File: config.mk
export PLATFORM = sky130hd
export DESIGN_NAME = dcache_blocking
export DESIGN_NICKNAME = d
export VERILOG_FILES = /design/src/rtl/cache_pkg.sv /design/src/rtl/dcache_array.sv /design/src/rtl/dcache_blocking.sv
export SDC_FILE = /design/constraint.sdc
export NUM_CORES = 2
export LEC_CHECK = 0
export BUFFER_PORTS_ARGS = -buffer_cell sky130_fd_sc_hd__buf_2
export CORE_MARGIN = 8
export CORE_UTILIZATION = 45
export CTS_BUF_LIST = sky130_fd_sc_hd__clkbuf_2
export CTS_CLUSTER_SIZE = 8
export DETAILED_ROUTE_END_ITERATION = 16
export PLACE_DENSITY = 0.61
export SYNTH_ARGS = -nofsm -noshare
export SYNTH_HDL_FRONTEND = slang
export SYNTH_SLANG_ARGS = --single-unit
File: constraint.sdc
create_clock -name clk -period 5.58 [get_ports clk]
set_input_delay 0.279 -clock clk [delete_from_list [all_inputs] [get_ports clk]]
set_output_delay 0.279 -clock clk [all_outputs]
set_load 0.02 [all_outputs]
File: src/rtl/cache_pkg.sv
// Shared definitions for the blocking data cache: FSM encoding, bus widths
// and address-field geometry helpers.
package cache_pkg;

    localparam int ADDR_W            = 32;
    localparam int WORD_W            = 32;
    localparam int BYTE_OFF_BITS     = 2;
    localparam int CACHE_INDEX_BITS  = 4;
    localparam int CACHE_OFFSET_BITS = 2;

    typedef enum logic [1:0] {
        ST_IDLE      = 2'd0,
        ST_WRITEBACK = 2'd1,
        ST_REFILL    = 2'd2
    } cache_state_e;

    function automatic int tag_bits(input int index_bits, input int offset_bits);
        return ADDR_W - index_bits - offset_bits - BYTE_OFF_BITS;
    endfunction

    function automatic int index_lsb(input int offset_bits);
        return BYTE_OFF_BITS + offset_bits;
    endfunction

endpackage

File: src/rtl/dcache_array.sv
// Line storage for the direct-mapped cache: valid/dirty bits (async-cleared),
// tags and data words, with one combinational read and independent writes.
module dcache_array
    import cache_pkg::*;
#(
    parameter int INDEX_BITS  = CACHE_INDEX_BITS,
    parameter int OFFSET_BITS = CACHE_OFFSET_BITS,
    parameter int TAG_BITS    = tag_bits(CACHE_INDEX_BITS, CACHE_OFFSET_BITS)
) (
    input  logic                   clk_i,
    input  logic                   rst_ni,
    input  logic [INDEX_BITS-1:0]  idx_i,
    input  logic [OFFSET_BITS-1:0] rd_off_i,
    output logic                   rd_valid_o,
    output logic                   rd_dirty_o,
    output logic [TAG_BITS-1:0]    rd_tag_o,
    output logic [WORD_W-1:0]      rd_word_o,
    input  logic                   word_we_i,
    input  logic [OFFSET_BITS-1:0] word_off_i,
    input  logic [WORD_W-1:0]      word_wdata_i,
    input  logic                   meta_we_i,
    input  logic                   meta_valid_i,
    input  logic                   meta_dirty_i,
    input  logic [TAG_BITS-1:0]    meta_tag_i
);

    localparam int LINES = 1 << INDEX_BITS;
    localparam int WORDS = 1 << OFFSET_BITS;

    logic [LINES-1:0]    valid_q;
    logic [LINES-1:0]    dirty_q;
    logic [TAG_BITS-1:0] tag_q  [LINES];
    logic [WORD_W-1:0]   data_q [LINES][WORDS];

    // Line state bits: cleared by reset so no stale or partial line survives it.
    always_ff @(posedge clk_i or negedge rst_ni) begin
        if (!rst_ni) begin
            valid_q <= '0;
            dirty_q <= '0;
        end else if (meta_we_i) begin
            valid_q[idx_i] <= meta_valid_i;
            dirty_q[idx_i] <= meta_dirty_i;
        end
    end

    // Tag store: contents are don't-care while the line is invalid.
    always_ff @(posedge clk_i) begin
        if (meta_we_i) begin
            tag_q[idx_i] <= meta_tag_i;
        end
    end

    // Data store: one word per cycle from a store hit or a refill beat.
    always_ff @(posedge clk_i) begin
        if (word_we_i) begin
            data_q[idx_i][word_off_i] <= word_wdata_i;
        end
    end

    assign rd_valid_o = valid_q[idx_i];
    assign rd_dirty_o = dirty_q[idx_i];
    assign rd_tag_o   = tag_q[idx_i];
    assign rd_word_o  = data_q[idx_i][rd_off_i];

endmodule

File: src/rtl/dcache_blocking.sv
// Blocking direct-mapped write-back/write-allocate data cache: zero-latency
// hits, stall while a victim line is written back and the new line refilled.
module dcache_blocking
    import cache_pkg::*;
#(
    parameter int INDEX_BITS  = CACHE_INDEX_BITS,
    parameter int OFFSET_BITS = CACHE_OFFSET_BITS
) (
    input  logic              clk,
    input  logic              rst,
    input  logic              cpu_req,
    input  logic              cpu_we,
    input  logic [ADDR_W-1:0] cpu_addr,
    input  logic [WORD_W-1:0] cpu_wdata,
    output logic [WORD_W-1:0] cpu_rdata,
    output logic              cpu_stall,
    output logic              mem_req,
    output logic              mem_we,
    output logic [ADDR_W-1:0] mem_addr,
    output logic [WORD_W-1:0] mem_wdata,
    input  logic [WORD_W-1:0] mem_rdata,
    input  logic              mem_ack,
    output logic [31:0]       hit_count,
    output logic [31:0]       miss_count
);

    localparam int TAG_BITS = tag_bits(INDEX_BITS, OFFSET_BITS);
    localparam int IDX_LSB  = index_lsb(OFFSET_BITS);
    localparam int TAG_LSB  = IDX_LSB + INDEX_BITS;

    cache_state_e           state_q;
    logic [OFFSET_BITS-1:0] cnt_q;
    logic                   mem_req_q;
    logic                   mem_we_q;
    logic                   refilled_q;
    logic [31:0]            hit_count_q;
    logic [31:0]            miss_count_q;

    logic [OFFSET_BITS-1:0] cpu_off_s;
    logic [INDEX_BITS-1:0]  cpu_idx_s;
    logic [TAG_BITS-1:0]    cpu_tag_s;
    logic [OFFSET_BITS-1:0] rd_off_s;
    logic                   rd_valid_s;
    logic                   rd_dirty_s;
    logic [TAG_BITS-1:0]    rd_tag_s;
    logic [WORD_W-1:0]      rd_word_s;
    logic                   hit_s;
    logic                   miss_s;
    logic                   last_word_s;
    logic                   word_we_s;
    logic [OFFSET_BITS-1:0] word_off_s;
    logic [WORD_W-1:0]      word_wdata_s;
    logic                   meta_we_s;
    logic                   meta_dirty_s;
    logic                   unused_addr_s;

    assign cpu_off_s     = cpu_addr[IDX_LSB-1:BYTE_OFF_BITS];
    assign cpu_idx_s     = cpu_addr[IDX_LSB +: INDEX_BITS];
    assign cpu_tag_s     = cpu_addr[TAG_LSB +: TAG_BITS];
    assign unused_addr_s = ^cpu_addr[BYTE_OFF_BITS-1:0];

    // During write-back the read port walks the victim line; otherwise it serves the CPU word.
    assign rd_off_s    = (state_q == ST_WRITEBACK) ? cnt_q : cpu_off_s;
    assign hit_s       = cpu_req && (state_q == ST_IDLE) && rd_valid_s && (rd_tag_s == cpu_tag_s);
    assign miss_s      = cpu_req && (state_q == ST_IDLE) && !hit_s;
    assign last_word_s = (cnt_q == {OFFSET_BITS{1'b1}});

    dcache_array #(
        .INDEX_BITS  (INDEX_BITS),
        .OFFSET_BITS (OFFSET_BITS),
        .TAG_BITS    (TAG_BITS)
    ) u_array (
        .clk_i        (clk),
        .rst_ni       (rst),
        .idx_i        (cpu_idx_s),
        .rd_off_i     (rd_off_s),
        .rd_valid_o   (rd_valid_s),
        .rd_dirty_o   (rd_dirty_s),
        .rd_tag_o     (rd_tag_s),
        .rd_word_o    (rd_word_s),
        .word_we_i    (word_we_s),
        .word_off_i   (word_off_s),
        .word_wdata_i (word_wdata_s),
        .meta_we_i    (meta_we_s),
        .meta_valid_i (1'b1),
        .meta_dirty_i (meta_dirty_s),
        .meta_tag_i   (cpu_tag_s)
    );

    // Array write controls: store hits and refill beats.
    always_comb begin
        word_we_s    = 1'b0;
        word_off_s   = cpu_off_s;
        word_wdata_s = cpu_wdata;
        meta_we_s    = 1'b0;
        meta_dirty_s = 1'b0;
        if (hit_s && cpu_we) begin
            word_we_s    = 1'b1;
            meta_we_s    = 1'b1;
            meta_dirty_s = 1'b1;
        end else if ((state_q == ST_REFILL) && mem_ack) begin
            word_we_s    = 1'b1;
            word_off_s   = cnt_q;
            word_wdata_s = mem_rdata;
            meta_we_s    = last_word_s;
        end else begin
            word_we_s = 1'b0;
        end
    end

    // CPU-facing outputs; gated by reset so an abandoned transfer releases the pipeline at once.
    always_comb begin
        cpu_rdata = '0;
        cpu_stall = 1'b0;
        if (!rst) begin
            cpu_stall = 1'b0;
        end else begin
            cpu_stall = miss_s || (state_q != ST_IDLE);
            if (hit_s && !cpu_we) begin
                cpu_rdata = rd_word_s;
            end else begin
                cpu_rdata = '0;
            end
        end
    end

    // Memory bus address/data, held stable by the registered state and word counter.
    always_comb begin
        mem_addr  = '0;
        mem_wdata = '0;
        case (state_q)
            ST_WRITEBACK: begin
                mem_addr  = {rd_tag_s, cpu_idx_s, cnt_q, {BYTE_OFF_BITS{1'b0}}};
                mem_wdata = rd_word_s;
            end
            ST_REFILL: begin
                mem_addr  = {cpu_tag_s, cpu_idx_s, cnt_q, {BYTE_OFF_BITS{1'b0}}};
            end
            default: begin
                mem_addr  = '0;
                mem_wdata = '0;
            end
        endcase
    end

    // Miss-handling FSM, word counter and performance counters.
    always_ff @(posedge clk or negedge rst) begin
        if (!rst) begin
            state_q      <= ST_IDLE;
            cnt_q        <= '0;
            mem_req_q    <= 1'b0;
            mem_we_q     <= 1'b0;
            refilled_q   <= 1'b0;
            hit_count_q  <= 32'd0;
            miss_count_q <= 32'd0;
        end else begin
            case (state_q)
                ST_IDLE: begin
                    cnt_q <= '0;
                    if (hit_s) begin
                        // The completion right after our own refill is not a real hit.
                        if (refilled_q) begin
                            refilled_q <= 1'b0;
                        end else begin
                            hit_count_q <= hit_count_q + 32'd1;
                        end
                    end else if (miss_s) begin
                        miss_count_q <= miss_count_q + 32'd1;
                        refilled_q   <= 1'b1;
                        mem_req_q    <= 1'b1;
                        if (rd_valid_s && rd_dirty_s) begin
                            state_q  <= ST_WRITEBACK;
                            mem_we_q <= 1'b1;
                        end else begin
                            state_q  <= ST_REFILL;
                            mem_we_q <= 1'b0;
                        end
                    end
                end
                ST_WRITEBACK: begin
                    if (mem_ack) begin
                        if (last_word_s) begin
                            cnt_q    <= '0;
                            state_q  <= ST_REFILL;
                            mem_we_q <= 1'b0;
                        end else begin
                            cnt_q <= cnt_q + OFFSET_BITS'(1);
                        end
                    end
                end
                ST_REFILL: begin
                    if (mem_ack) begin
                        if (last_word_s) begin
                            cnt_q     <= '0;
                            state_q   <= ST_IDLE;
                            mem_req_q <= 1'b0;
                        end else begin
                            cnt_q <= cnt_q + OFFSET_BITS'(1);
                        end
                    end
                end
                default: begin
                    state_q   <= ST_IDLE;
                    cnt_q     <= '0;
                    mem_req_q <= 1'b0;
                    mem_we_q  <= 1'b0;
                end
            endcase
        end
    end

    assign mem_req    = mem_req_q;
    assign mem_we     = mem_we_q;
    assign hit_count  = hit_count_q;
    assign miss_count = miss_count_q;

endmodule

==> qor.yml <==
yosys_register_bits: 2535
synth.cell_area_mm2: 0.0996
drv_cap: 0
critPathMaxFanout: 32
cp-start-kind: "flop"
cts_root_buf: "clkbuf_2"
avgSynthCellArea_um2: 21.8
met3WireLength_mm: 21.4
hp-class: "input pin to flop"
worst_pin_slew_ns: 1.31
setup_viol: 0
syn2layout_area_growth_pct: 16.1
globalRouteOverflowTotal: 0
crit_arrival_ns: 5.20
vias: 52600
place_congestion: 0.820
crit_start: "u_array.tag_q[3][2]$_DFFE_PP_"
die_w_um: 487
core_mm2: 0.220
leakagePower_nw: 38.7
ant_nets: 0
synthCells: 4564
final_common_cell: "edfxtp_1"
dp.cells: 7741
end_kind: "output port"
synth_cell_types: 70
cts_tree: "yes"
yosysSeqAreaShare_pct: 75.9
fmax_ghz: 0.182
start_util_pct: 45.3
grt_first_pass_wirelength_mm: 383
finalWirelength_mm: 270
finalCritPeriodShare_pct: 98.2
dp_hpwl_mm: 141
ys_warn_count: 0
cts.path.max_buffers: 4
worstHoldStart: "cpu_addr[5]"
die_area_mm2: 0.237
final_cell_mix: "edfxtp_1 (2432), clkbuf_2 (890), mux4_2 (723)"
viasPerCell: 5.78
drtIter0Drc: 5955
port_buffers: 259
vdd_drop_max_uv: 224
drt-wirelength-per-cell_um: 29.7
grt_pass1_vias: 54700
drive_above_1_share_pct: 37.5
clock_sinks: 2535
p_per_area_mw_per_mm2: 330
layoutNonFillerInstCount: 9093
skew_ns: 0.190
cts-htree-levels: 6
topRoutingLayerUsed: "met5"
nNetsFinal: 5820
synth_edf_count: 2432
critPathKind: "flop to output port"
slew_headroom_pct: 12.3
rsz0062_at_grt: "yes"
wl_met1_mm: 107
grt_max_degree: 110
grt_usage_pct: 22.4
async_flop_share_pct: 4.06
tns_ns: 0
finalWorstPathRequiredPeriod_ns: 5.48
cts_made_buffers: 634
outcome: "completed"
rows: 172
critPathRequiredTime_ns: 5.30
path_clk_slew_ns: 0.10
io-pin-count: 264
synth_flop_cell: "edfxtp_1"
holdWs_ns: 0.170
rr_startpoint: "u_array.tag_q[3][7]$_DFFE_PP_"
dieHeight_um: 487
antenna_found_initial: 17
drc: 0
routed-wl-met2_mm: 131
insertion_delay_ns: 1.92
slew_violations: 0
hold_viol_final: 0
first_pass_iters: 6
-- cell families (layout without fill, tap and decap cells) --
group | Yosys count | count (layout) | share of synthesized area [%]
compound gates | 190 | 190 | 1.25
fa+ha+maj | 6 | 6 | 0.0754
buf+inv | 267 | 1820 | 1.26
xor+xnor | 92 | 92 | 0.816
simple gates | 627 | 627 | 2.96
other cells | 1 | 18 | 0.00376
mux | 846 | 847 | 17.7
flops | 2535 | 2535 | 75.9
-- stage by stage --
step	utilization [%]	worst slack (ns)	instance area (um2)	total power [W]
global placement	48.6	0.379	107000	0.0261
CTS	52.5	-0.175	115000	0.0385
global route	52.6	-0.174	116000	0.0396
finish	52.6	0.0996	116000	0.0381
detailed placement	48.6	0.329	107000	0.0262
floorplan	-	0.900	99600	0.0243
-- sequential cells by signal, indices dropped and copies added, names as in the netlist --
signal	flops
miss_count	32
u_array.tag_q	384
state_q	2
hit_count	32
u_array.dirty_q	16
u_array.data_q	2048
u_array.valid_q	16
refilled_q	1
cnt_q	2
mem_we	1
mem_req	1
-- metal layers --
metal / GRT usage [%] / vias to the layer above
met1: 30.0 / 27900
met3: 4.93 / 537
li1: - / 21700
met4: 9.58 / 2
met2: 35.7 / 2520
met5: 0 / -
-- Yosys cell counts (all sizes together) (6+ instances only) --
| master | number | share of area, % |
|---|---|---|
| edfxtp | 2432 | 73 |
| dfrtp | 103 | 2.6 |
| mux4 | 724 | 16 |
| nor2b | 29 | 0.18 |
| and2 | 15 | 0.094 |
| a21oi | 13 | 0.069 |
| nor4b | 6 | 0.053 |
| o21bai | 16 | 0.12 |
| a22oi | 31 | 0.23 |
| mux2i | 75 | 0.82 |
| xor2 | 59 | 0.52 |
| nor3 | 29 | 0.15 |
| nor4 | 23 | 0.20 |
| nand2 | 237 | 0.89 |
| nand4 | 13 | 0.082 |
| o211ai | 6 | 0.045 |
| xnor2 | 33 | 0.30 |
| clkbuf | 139 | 0.52 |
| inv | 19 | 0.072 |
| nand3b | 8 | 0.060 |
| nand2b | 7 | 0.044 |
| buf | 107 | 0.66 |
| nand3 | 69 | 0.35 |
| mux2 | 47 | 0.54 |
| o21ai | 75 | 0.38 |
| and3 | 7 | 0.044 |
| nor2 | 173 | 0.73 |
| ha | 6 | 0.075 |
| a21boi | 9 | 0.068 |
-- power by group --
group	total [W]	switching [W]	internal, W	leakage [nW]
Sequential	0.0218	0.000109	0.0217	23.2
Combinational	0.00422	0.00280	0.00143	11.3
Clock	0.0120	0.00721	0.00483	4.15
Total	0.0381	0.0101	0.0280	38.7
-- path summary, 6_finish.rpt --
check,end,slack [ns],cells after the start
max in group asynchronous,u_array.dirty_q[0]$_DFFE_PN0P_,3.59,8
min in group asynchronous,hit_count[17]$_DFFE_PN0P_,0.77,7
setup reg to reg,u_array.data_q[8][42]$_DFFE_PP_,0.14,14
hold reg to reg,hit_count[31]$_DFFE_PN0P_,0.47,1
setup / recovery,cpu_rdata[30],0.1,11
hold / removal,miss_count[0]$_DFFE_PN0P_,0.17,10
-- worst max-delay path, cell delays in order (launching register included) --
cell	delay [ns]
edfxtp_1	0.44
mux4_2	0.51
mux4_2	0.55
xnor2_4	0.20
and4_1	0.21
nand4b_1	0.14
nor4_4	0.32
and2_4	0.22
nand3b_1	0.12
buf_12	0.18
nor2_2	0.19
buf_6	0.15
-- final cells by class --
class,count,area (um2)
inverters,21,86.3
repair buffers,757,7350
multi-input cells,1764,23400
clock buffers,890,4450
flip-flops and latches,2535,75600
diodes,16,40.0
clock inverters,152,946
fillers,17600,104000
well taps,2958,3700
-- what timing repair did --
item	4_1_cts	5_1_grt
endpoints found under the hold margin	5070	64
hold buffers	285	1
cloned	1	1
endpoints found under the setup margin	47	114
pin swaps	3	3
gates resized for setup	12	45
setup buffers	4	3
Power figures use the tool's default switching activity.
